File: config.mk
export PLATFORM = sky130hd
export DESIGN_NAME = mem_access_stage
export DESIGN_NICKNAME = d
export VERILOG_FILES = /design/src/rtl/mem_access_stage.sv
export SDC_FILE = /design/constraint.sdc
export NUM_CORES = 1
export LEC_CHECK = 0
export ABC_AREA = 1
export BUFFER_PORTS_ARGS = -buffer_cell sky130_fd_sc_hd__clkbuf_2
export CAP_MARGIN = 20
export CORE_AREA = 3 3 123 125
export DETAILED_ROUTE_END_ITERATION = 16
export DIE_AREA = 0 0 126 128
export PLACE_DENSITY = 0.73
export SLEW_MARGIN = 20
export SYNTH_ARGS = -nofsm -noshare
export SYNTH_HDL_FRONTEND = slang
export SYNTH_SLANG_ARGS = --single-unit
File: constraint.sdc
create_clock -name clk -period 2.3 [get_ports clk]
set_input_delay 0 -clock clk [delete_from_list [all_inputs] [get_ports clk]]
set_output_delay 0 -clock clk [all_outputs]
set_load 0.05 [all_outputs]
File: src/rtl/mem_access_stage.sv
// Memory-access stage: issues aligned loads/stores on the data bus through a
// request/grant/response handshake, stalls upstream while a transaction is
// outstanding, and registers the write-back signals (acts as MEM/WB register).
module mem_access_stage #(
  parameter int TIMEOUT = 16
) (
  input  logic        clk,
  input  logic        rst,
  input  logic        mem_valid,
  input  logic [31:0] mem_c,
  input  logic [31:0] mem_rD2,
  input  logic [31:0] mem_ext,
  input  logic [31:0] mem_pc4,
  input  logic        mem_ram_we,
  input  logic        mem_ram_re,
  input  logic [1:0]  mem_size,
  input  logic        mem_unsigned,
  input  logic        mem_rf_we,
  input  logic [1:0]  mem_rf_wsel,
  input  logic [4:0]  mem_wR,
  output logic        mem_stall,
  output logic        dbus_req,
  output logic        dbus_we,
  output logic [31:0] dbus_addr,
  output logic [31:0] dbus_wdata,
  output logic [3:0]  dbus_be,
  input  logic        dbus_gnt,
  input  logic        dbus_rvalid,
  input  logic [31:0] dbus_rdata,
  output logic        wb_valid,
  output logic        wb_rf_we,
  output logic [4:0]  wb_wR,
  output logic [31:0] wb_wD,
  output logic [31:0] wb_pc4,
  output logic        wb_misalign,
  output logic        wb_bus_err
);

  localparam int CW = $clog2(TIMEOUT + 1);

  typedef enum logic [1:0] {S_IDLE, S_REQ, S_WAIT} state_t;

  state_t          state, state_next;
  logic [CW-1:0]   wait_cnt;

  logic            access;
  logic            is_byte;
  logic            is_half;
  logic            misaligned;
  logic            bus_access;
  logic            timeout;
  logic            done;
  logic            bus_err;
  logic            retire;
  logic [7:0]      ld_byte;
  logic [15:0]     ld_half;
  logic [31:0]     load_data;
  logic [31:0]     wb_sel_data;

  // Decode of the held instruction: access type, alignment and completion.
  assign access     = mem_valid & (mem_ram_we | mem_ram_re);
  assign is_byte    = (mem_size == 2'd0);
  assign is_half    = (mem_size == 2'd1);
  assign misaligned = access & ((is_half & mem_c[0]) |
                                (~is_byte & ~is_half & (mem_c[1:0] != 2'b00)));
  assign bus_access = access & ~misaligned;
  assign timeout    = (state == S_WAIT) & (wait_cnt == CW'(TIMEOUT - 1));
  assign done       = (state == S_WAIT) & (dbus_rvalid | timeout);
  assign bus_err    = bus_access & (state == S_WAIT) & ~dbus_rvalid & timeout;
  assign mem_stall  = bus_access & ~done;
  assign retire     = mem_valid & ~mem_stall;

  assign dbus_req   = bus_access & ((state == S_IDLE) | (state == S_REQ));
  assign dbus_addr  = {mem_c[31:2], 2'b00};

  // Store lane replication and byte enables; loads read the full word.
  always_comb begin
    dbus_we    = bus_access & mem_ram_we;
    dbus_wdata = mem_rD2;
    dbus_be    = 4'b1111;
    if (mem_ram_we) begin
      if (is_byte) begin
        dbus_wdata = {4{mem_rD2[7:0]}};
        dbus_be    = 4'b0001 << mem_c[1:0];
      end else if (is_half) begin
        dbus_wdata = {2{mem_rD2[15:0]}};
        dbus_be    = mem_c[1] ? 4'b1100 : 4'b0011;
      end
    end
  end

  // Extract the addressed byte/half from the read word and extend it.
  always_comb begin
    ld_byte   = dbus_rdata[7:0];
    ld_half   = mem_c[1] ? dbus_rdata[31:16] : dbus_rdata[15:0];
    load_data = dbus_rdata;
    case (mem_c[1:0])
      2'd1:    ld_byte = dbus_rdata[15:8];
      2'd2:    ld_byte = dbus_rdata[23:16];
      2'd3:    ld_byte = dbus_rdata[31:24];
      default: ld_byte = dbus_rdata[7:0];
    endcase
    if (is_byte) begin
      load_data = {{24{~mem_unsigned & ld_byte[7]}}, ld_byte};
    end else if (is_half) begin
      load_data = {{16{~mem_unsigned & ld_half[15]}}, ld_half};
    end
  end

  // Write-back data select.
  always_comb begin
    wb_sel_data = mem_c;
    case (mem_rf_wsel)
      2'd1:    wb_sel_data = load_data;
      2'd2:    wb_sel_data = mem_pc4;
      2'd3:    wb_sel_data = mem_ext;
      default: wb_sel_data = mem_c;
    endcase
  end

  // Bus handshake next-state: request until granted, then wait for a response.
  always_comb begin
    state_next = state;
    case (state)
      S_IDLE: begin
        if (bus_access) state_next = dbus_gnt ? S_WAIT : S_REQ;
      end
      S_REQ: begin
        if (!bus_access)   state_next = S_IDLE;
        else if (dbus_gnt) state_next = S_WAIT;
      end
      S_WAIT: begin
        if (done) state_next = S_IDLE;
      end
      default: state_next = S_IDLE;
    endcase
  end

  // State register.
  always_ff @(posedge clk or negedge rst) begin
    if (!rst) state <= S_IDLE;
    else      state <= state_next;
  end

  // Response timeout counter: zero on WAIT entry, counts while still waiting.
  always_ff @(posedge clk or negedge rst) begin
    if (!rst) begin
      wait_cnt <= '0;
    end else if ((state == S_WAIT) && (state_next == S_WAIT)) begin
      wait_cnt <= wait_cnt + CW'(1);
    end else begin
      wait_cnt <= '0;
    end
  end

  // Write-back register: capture on retire, otherwise drop valid and hold data.
  always_ff @(posedge clk or negedge rst) begin
    if (!rst) begin
      wb_valid    <= 1'b0;
      wb_rf_we    <= 1'b0;
      wb_wR       <= 5'd0;
      wb_wD       <= 32'd0;
      wb_pc4      <= 32'd0;
      wb_misalign <= 1'b0;
      wb_bus_err  <= 1'b0;
    end else if (retire) begin
      wb_valid    <= 1'b1;
      wb_rf_we    <= mem_rf_we & (mem_wR != 5'd0) & ~misaligned & ~bus_err;
      wb_wR       <= mem_wR;
      wb_wD       <= wb_sel_data;
      wb_pc4      <= mem_pc4;
      wb_misalign <= misaligned;
      wb_bus_err  <= bus_err;
    end else begin
      wb_valid    <= 1'b0;
      wb_rf_we    <= 1'b0;
      wb_misalign <= 1'b0;
      wb_bus_err  <= 1'b0;
    end
  end

endmodule

==> results.json, run 1 <==
{
  "antenna_found_initial": 1,
  "grt_setup_unrepaired": "false",
  "area_growth_pct": 40.3,
  "cts_tree": "built",
  "status": "finished, final reports clean",
  "synth-seq-area-share_pct": 35.8,
  "finalHoldViolCount": 0,
  "insertion_delay_ns": 0.34,
  "cts.sinks": 80,
  "p_per_area_nw_per_um2": 702,
  "worstSetupStartpointType": "flop",
  "die_x_um": 126,
  "min_path_type": "in -> reg",
  "fin_nets": 1370,
  "grt_first_pass_wirelength_um": 33900,
  "hold_depth": 5,
  "yosysWarnings": 0,
  "io_pins": 322,
  "cts_buffers": 9,
  "slowest_delay_ns": 0.40,
  "rr_endpoint": "wb_wD[26]",
  "synth.top_cell.area_share_pct": 35.8,
  "cp_common_cell": "nand2_1",
  "setup-violations-final": 0,
  "hold_end": "wb_wD[9]",
  "ctsResizeCount": 0,
  "reg2reg_from": "wait_cnt[0]",
  "critical_path_arrival_ns": 2.21,
  "drt-wirelength-per-cell_um": 15.8,
  "fin_crit_sh_pct": 85.6,
  "cts_root_buf": "clkbuf_16",
  "vias_per_cell": 4.87,
  "coreArea_um2": 14000,
  "track_usage_pct": 26.3,
  "die_y_um": 128,
  "worstRegToRegCells": 13,
  "cts.path.max_buffers": 2,
  "drc": 0,
  "synthCells": 883,
  "syn_area_um2": 5600,
  "maxSlewHeadroom_pct": 53.4,
  "fill_cells": 1390,
  "slowest_stage": "dfrtp_1",
  "dp_hpwl_um": 16500,
  "synthArstFlopShare_pct": 100,
  "fin_crit_ns": 1.97,
  "maxSlewViolCount": 0,
  "final_cell_count_no_fill": 1376,
  "tightestPinTransition_ns": 0.697,
  "initial_core_util_pct": 40.0,
  "vias": 6698,
  "routed_wl_um": 21700,
  "ys_seq_elements": 80,
  "crit_fanout": 85,
  "drive_gt1_share_pct": 31.0,
  "p_leak_uw": 0.00460,
  "synthTopCellsByArea": "dfrtp_1 (36%), nand2_1 (25%), nor2_1 (6.1%)",
  "vdd_drop_max_mv": 0.430,
  "required_ns": 2.54,
  "synth.distinct_cells": 32,
  "dp_cells": 1310,
  "gp_congestion": 0.887,
  "antenna_left": 0,
  "grt_pass1_vias": 6391,
  "fmax_ghz": 0.508,
  "grt_max_degree": 86,
  "min_from": "mem_c[9]",
  "tns_ns": 0,
  "h-tree-depth": 3,
  "clkTransAtPathRegs_ns": 0.07,
  "portBuffers": 319,
  "synth_area_leader_cell": "dfrtp_1",
  "path_buf_inv": 3,
  "std_cell_rows": 43,
  "die_area_um2": 16100,
  "drt_iter0_markers": 429,
  "overflow": 0,
  "synth_edf_count": 0,
  "avgSynthCellArea_um2": 6.34,
  "finalClockSkew_ns": 0.00901,
  "critical-path-top-delay-family": "simple AND/OR/NAND/NOR gates",
  "worstPathCellList": "ha_1 -> nand2_1 -> nor2_1 -> ha_1 -> inv_1 -> a21oi_1 -> inv_1 -> nand3_2 -> nand2_4 -> buf_12 -> nor2_1 -> nand2_1 -> nand2_1",
  "drv_cap": 0,
  "ys.flop_type": "dfrtp_1",
  "dr.pass1.iters": 5,
  "cp-end-kind": "flop",
  "r2r_slack_ns": 0.33,
  "path_class": "reg -> reg"
}
kinds of logic after synthesis:
family / after synthesis / share of synthesized area [%]
AOI/OAI and AO/OA: 100 / 10.2
xor gates and xnor gates: 1 / 0.156
adders and majority gates: 2 / 0.447
buffers and inverters: 157 / 14.3
DFF: 80 / 35.8
other: 1 / 0.0670
and+or+nand+nor: 542 / 39.0
cells in the mapped netlist (4+ instances only):
| master | n |
|---|---|
| buf_6 | 4 |
| o21ai_0 | 61 |
| clkbuf_1 | 26 |
| nand2_1 | 367 |
| inv_1 | 60 |
| inv_2 | 8 |
| nor3_1 | 4 |
| o211ai_1 | 20 |
| nand2_2 | 4 |
| buf_4 | 44 |
| dfrtp_1 | 80 |
| a21oi_1 | 12 |
| nor2_1 | 91 |
| nand4_1 | 6 |
| buf_2 | 12 |
| nand3_1 | 62 |
repair_timing:
action	4_1_cts	5_1_grt
hold buffers	49	0
buffers inserted	0	0
endpoints found under the hold margin	129	0
worst max path at each step:
stage | start | to | slack (ns) | cells after the start
detailed placement | wait_cnt[0] | wb_wD[19] | 0.34 | 13
global placement | wait_cnt[0] | wb_wD[19] | 0.41 | 13
floorplan | wait_cnt[0] | wb_wD[15] | 0.52 | 13
CTS | wait_cnt[0] | wb_wD[19] | 0.33 | 13
global route | wait_cnt[0] | wb_wD[25] | 0.11 | 13
finish | wait_cnt[0] | wb_wD[26] | 0.33 | 13
registers in the layout, summed over array words and instances, names as in the netlist:
name / count
wb_bus_err: 1
wb_wR: 5
wb_wD: 32
wb_rf_we: 1
wb_misalign: 1
wb_valid: 1
wb_pc4: 32
state: 2
wait_cnt: 5
layout make-up:
| cell class | count | area [µm²] | share of cell area, % |
|---|---|---|---|
| multi-input combinational | 647 | 2800 | 35.7 |
| timing repair buffer | 383 | 2230 | 28.4 |
| clock buffer | 9 | 225 | 2.87 |
| clock inverter | 7 | 109 | 1.39 |
| sequential | 80 | 2000 | 25.5 |
| antenna | 1 | 2.50 | 0.0319 |
| tap | 180 | 225 | 2.87 |
| inverter | 69 | 259 | 3.30 |
tightest hold or removal path: cells and delay by family:
kind | cells | cell delay, ns
simple gates | 4 | 0.25
buf+inv | 1 | 0.09
per-layer routing:
layer | vias up | global-route usage [%] | routed length, µm
li1 | 3338 | - | -
met1 | 3060 | 36.3 | 9390
met2 | 277 | 42.3 | 10400
met3 | 23 | 5.08 | 1600
met4 | 0 | 7.63 | 312
met5 | - | 0 | 0
report_power, final:
part	total (µW)	internal (µW)	switching, µW
sequential	1700	1590	110
combinational	2180	552	1620
clock	1640	977	659
cells in the final DEF (no fill, tap or decap), drive strengths merged, types with 2 or more instances in the layout:
master	netlist	layout
or2	2	2
nor2	93	93
conb	1	2
dlygate4sd3	0	49
ha	2	2
nand3	64	64
dfrtp	80	80
clkbuf	26	327
a21oi	12	12
nand2	372	372
clkinv	1	2
bufinv	0	2
o21a	2	2
nand4	6	6
o211ai	21	21
o21ai	62	62
inv	68	72
buf	62	16
nor3	4	4
per-stage QoR:
stage               worst slack (ns)  hold slack [ns]  util [%]  instance area (µm²)  power, µW
floorplan                      0.524           -0.296         -                 5600       3220
finish                         0.331           0.0117      56.1                 7850       5510
CTS                            0.326         0.000684      56.1                 7850       5550
global placement               0.408           0.0667      50.2                 7030       3820
global route                   0.112           0.0285      56.1                 7850       5780
detailed placement             0.339           0.0737      50.2                 7030       3840
No activity file was read; power rests on OpenSTA's default activity.
==> inputs of run 2 (changes only) <==
--- a/config.mk
+++ b/config.mk
@@ -11,6 +11,7 @@
 export CORE_AREA = 3 3 123 125
 export DETAILED_ROUTE_END_ITERATION = 16
 export DIE_AREA = 0 0 126 128
+export HOLD_SLACK_MARGIN = 0.05
 export PLACE_DENSITY = 0.73
 export SLEW_MARGIN = 20
 export SYNTH_ARGS = -nofsm -noshare
==> run 2 against run 1 <==
Critical path depth did not move; total power increased by 0.64%; sequential power about the same; worst setup slack barely moved; clock power about the same; highest routed layer unchanged.
==> results.json, run 2 (synthesized netlist as in run 1, its figures left out) <==
{
  "insertion_delay_ns": 0.34,
  "die_y_um": 128,
  "drv_cap": 0,
  "critical_path_arrival_ns": 2.21,
  "clkTransAtPathRegs_ns": 0.07,
  "maxSlewHeadroom_pct": 52.0,
  "grt_max_degree": 86,
  "antenna_found_initial": 1,
  "tns_ns": 0,
  "path_class": "reg -> reg",
  "crit_fanout": 85,
  "min_from": "mem_ext[28]",
  "drive_gt1_share_pct": 30.5,
  "met2WireLength_um": 10700,
  "finalHoldViolCount": 0,
  "io_pins": 322,
  "coreArea_um2": 14000,
  "tightestPinTransition_ns": 0.719,
  "cts.path.max_buffers": 2,
  "ctsResizeCount": 0,
  "track_usage_pct": 27.1,
  "post_cts_buffers": 0,
  "die_area_um2": 16100,
  "fmax_ghz": 0.508,
  "reg2reg_from": "wait_cnt[0]",
  "antenna_left": 0,
  "rr_endpoint": "wb_wD[26]",
  "cts_buffers": 9,
  "p_leak_uw": 0.00469,
  "finalClockSkew_ns": 0.00826,
  "drc": 0,
  "worstRegToRegCells": 13,
  "mostFrequentLayoutCell": "nand2_1",
  "dp_hpwl_um": 16500,
  "area_growth_pct": 44.2,
  "post-place-ws_ns": 0.339,
  "setup_ws_ns": 0.331,
  "initial_core_util_pct": 40.0,
  "grt_setup_unrepaired": "false",
  "r2r_slack_ns": 0.33,
  "h-tree-depth": 3,
  "grt_first_pass_wirelength_um": 34900,
  "drt_iter0_markers": 452,
  "min_path_type": "in -> reg",
  "overflow": 0,
  "fin_crit_ns": 1.97,
  "routed_wl_um": 22300,
  "gp_congestion": 0.887,
  "vias": 6794,
  "multi_input_area_um2": 2800,
  "vdd_drop_max_mv": 0.422,
  "fill_cells": 1354,
  "fin_crit_sh_pct": 85.6,
  "portBuffers": 319,
  "top_layer_used": "met4",
  "setup-violations-final": 0,
  "startpoint": "wait_cnt[0]",
  "final-seq-area_um2": 2000,
  "hold_depth": 7,
  "final_cell_mix": "nand2_1 (367), clkbuf_2 (318), nor2_1 (90)",
  "vias_per_cell": 4.86,
  "wl_met1_um": 9520,
  "cts_tree": "built",
  "status": "finished, final reports clean",
  "worstSetupStartpointType": "flop",
  "die_x_um": 126,
  "hold_end": "wb_wD[28]",
  "fin_nets": 1392,
  "route.met3.wl_um": 1650,
  "utilization_pct": 57.7,
  "p_per_area_nw_per_um2": 687,
  "std_cell_rows": 43,
  "cp-end-kind": "flop",
  "maxSlewViolCount": 0,
  "grt_pass1_vias": 6622,
  "cts.sinks": 80,
  "reg_top3": "wb_pc4 x32, wb_wD x32",
  "required_ns": 2.54,
  "postCtsHoldBufs": 71,
  "drt-wirelength-per-cell_um": 15.9,
  "dr.pass1.iters": 5,
  "cts_root_buf": "clkbuf_16"
}
## run 2: worst max-delay path, cell delays in order (launching register included)
cell and delay, ns:
dfrtp_1 0.40, ha_1 0.21, nand2_1 0.08, nor2_1 0.05, ha_1 0.18, inv_1 0.05, a21oi_1 0.05, inv_1 0.08
nand3_2 0.10, nand2_4 0.11, buf_12 0.30, nor2_1 0.07, nand2_1 0.08, nand2_1 0.06
## run 2: stage by stage
step / instances / power, µW / cell area, µm² / hold slack [ns]
after global routing: 1398 / 5810 / 8070 / 0.138
after CTS: 1397 / 5580 / 8070 / 0.0711
after global placement: 1310 / 3820 / 7030 / 0.0667
after floorplan: 884 / 3220 / 5600 / -0.296
after detailed placement: 1310 / 3840 / 7030 / 0.0737
final: 1398 / 5550 / 8070 / 0.0905
## run 2: power by group
group          leakage (µW)  switching (µW)  internal (µW)
combinational       0.00353            1630            576
clock              0.000164             658            977
sequential         0.000996             110           1590
total               0.00469            2400           3140
## run 2: final cells by class
| class | instances | area share (%) |
|---|---|---|
| Sequential cell | 80 | 24.8 |
| Tap cell | 180 | 2.79 |
| Multi-Input combinational cell | 647 | 34.7 |
| Clock buffer | 9 | 2.79 |
| Antenna cell | 1 | 0.0310 |
| Timing Repair Buffer | 405 | 30.3 |
| Inverter | 69 | 3.21 |
| Clock inverter | 7 | 1.35 |
## run 2: worst max path at each step
stage	to	slack [ns]	cells past startpoint
6_report	wb_wD[26]	0.33	13
5_1_grt	wb_wD[24]	0.11	13
4_1_cts	wb_wD[19]	0.33	13
3_5_place_dp	wb_wD[19]	0.34	13
3_3_place_gp	wb_wD[19]	0.41	13
2_1_floorplan	wb_wD[15]	0.52	13
## run 2: layer usage
metal	vias up	GRT usage, %
met2	291	43.8
met5	-	0
met4	0	8.71
li1	3383	-
met1	3087	36.7
met3	33	5.38
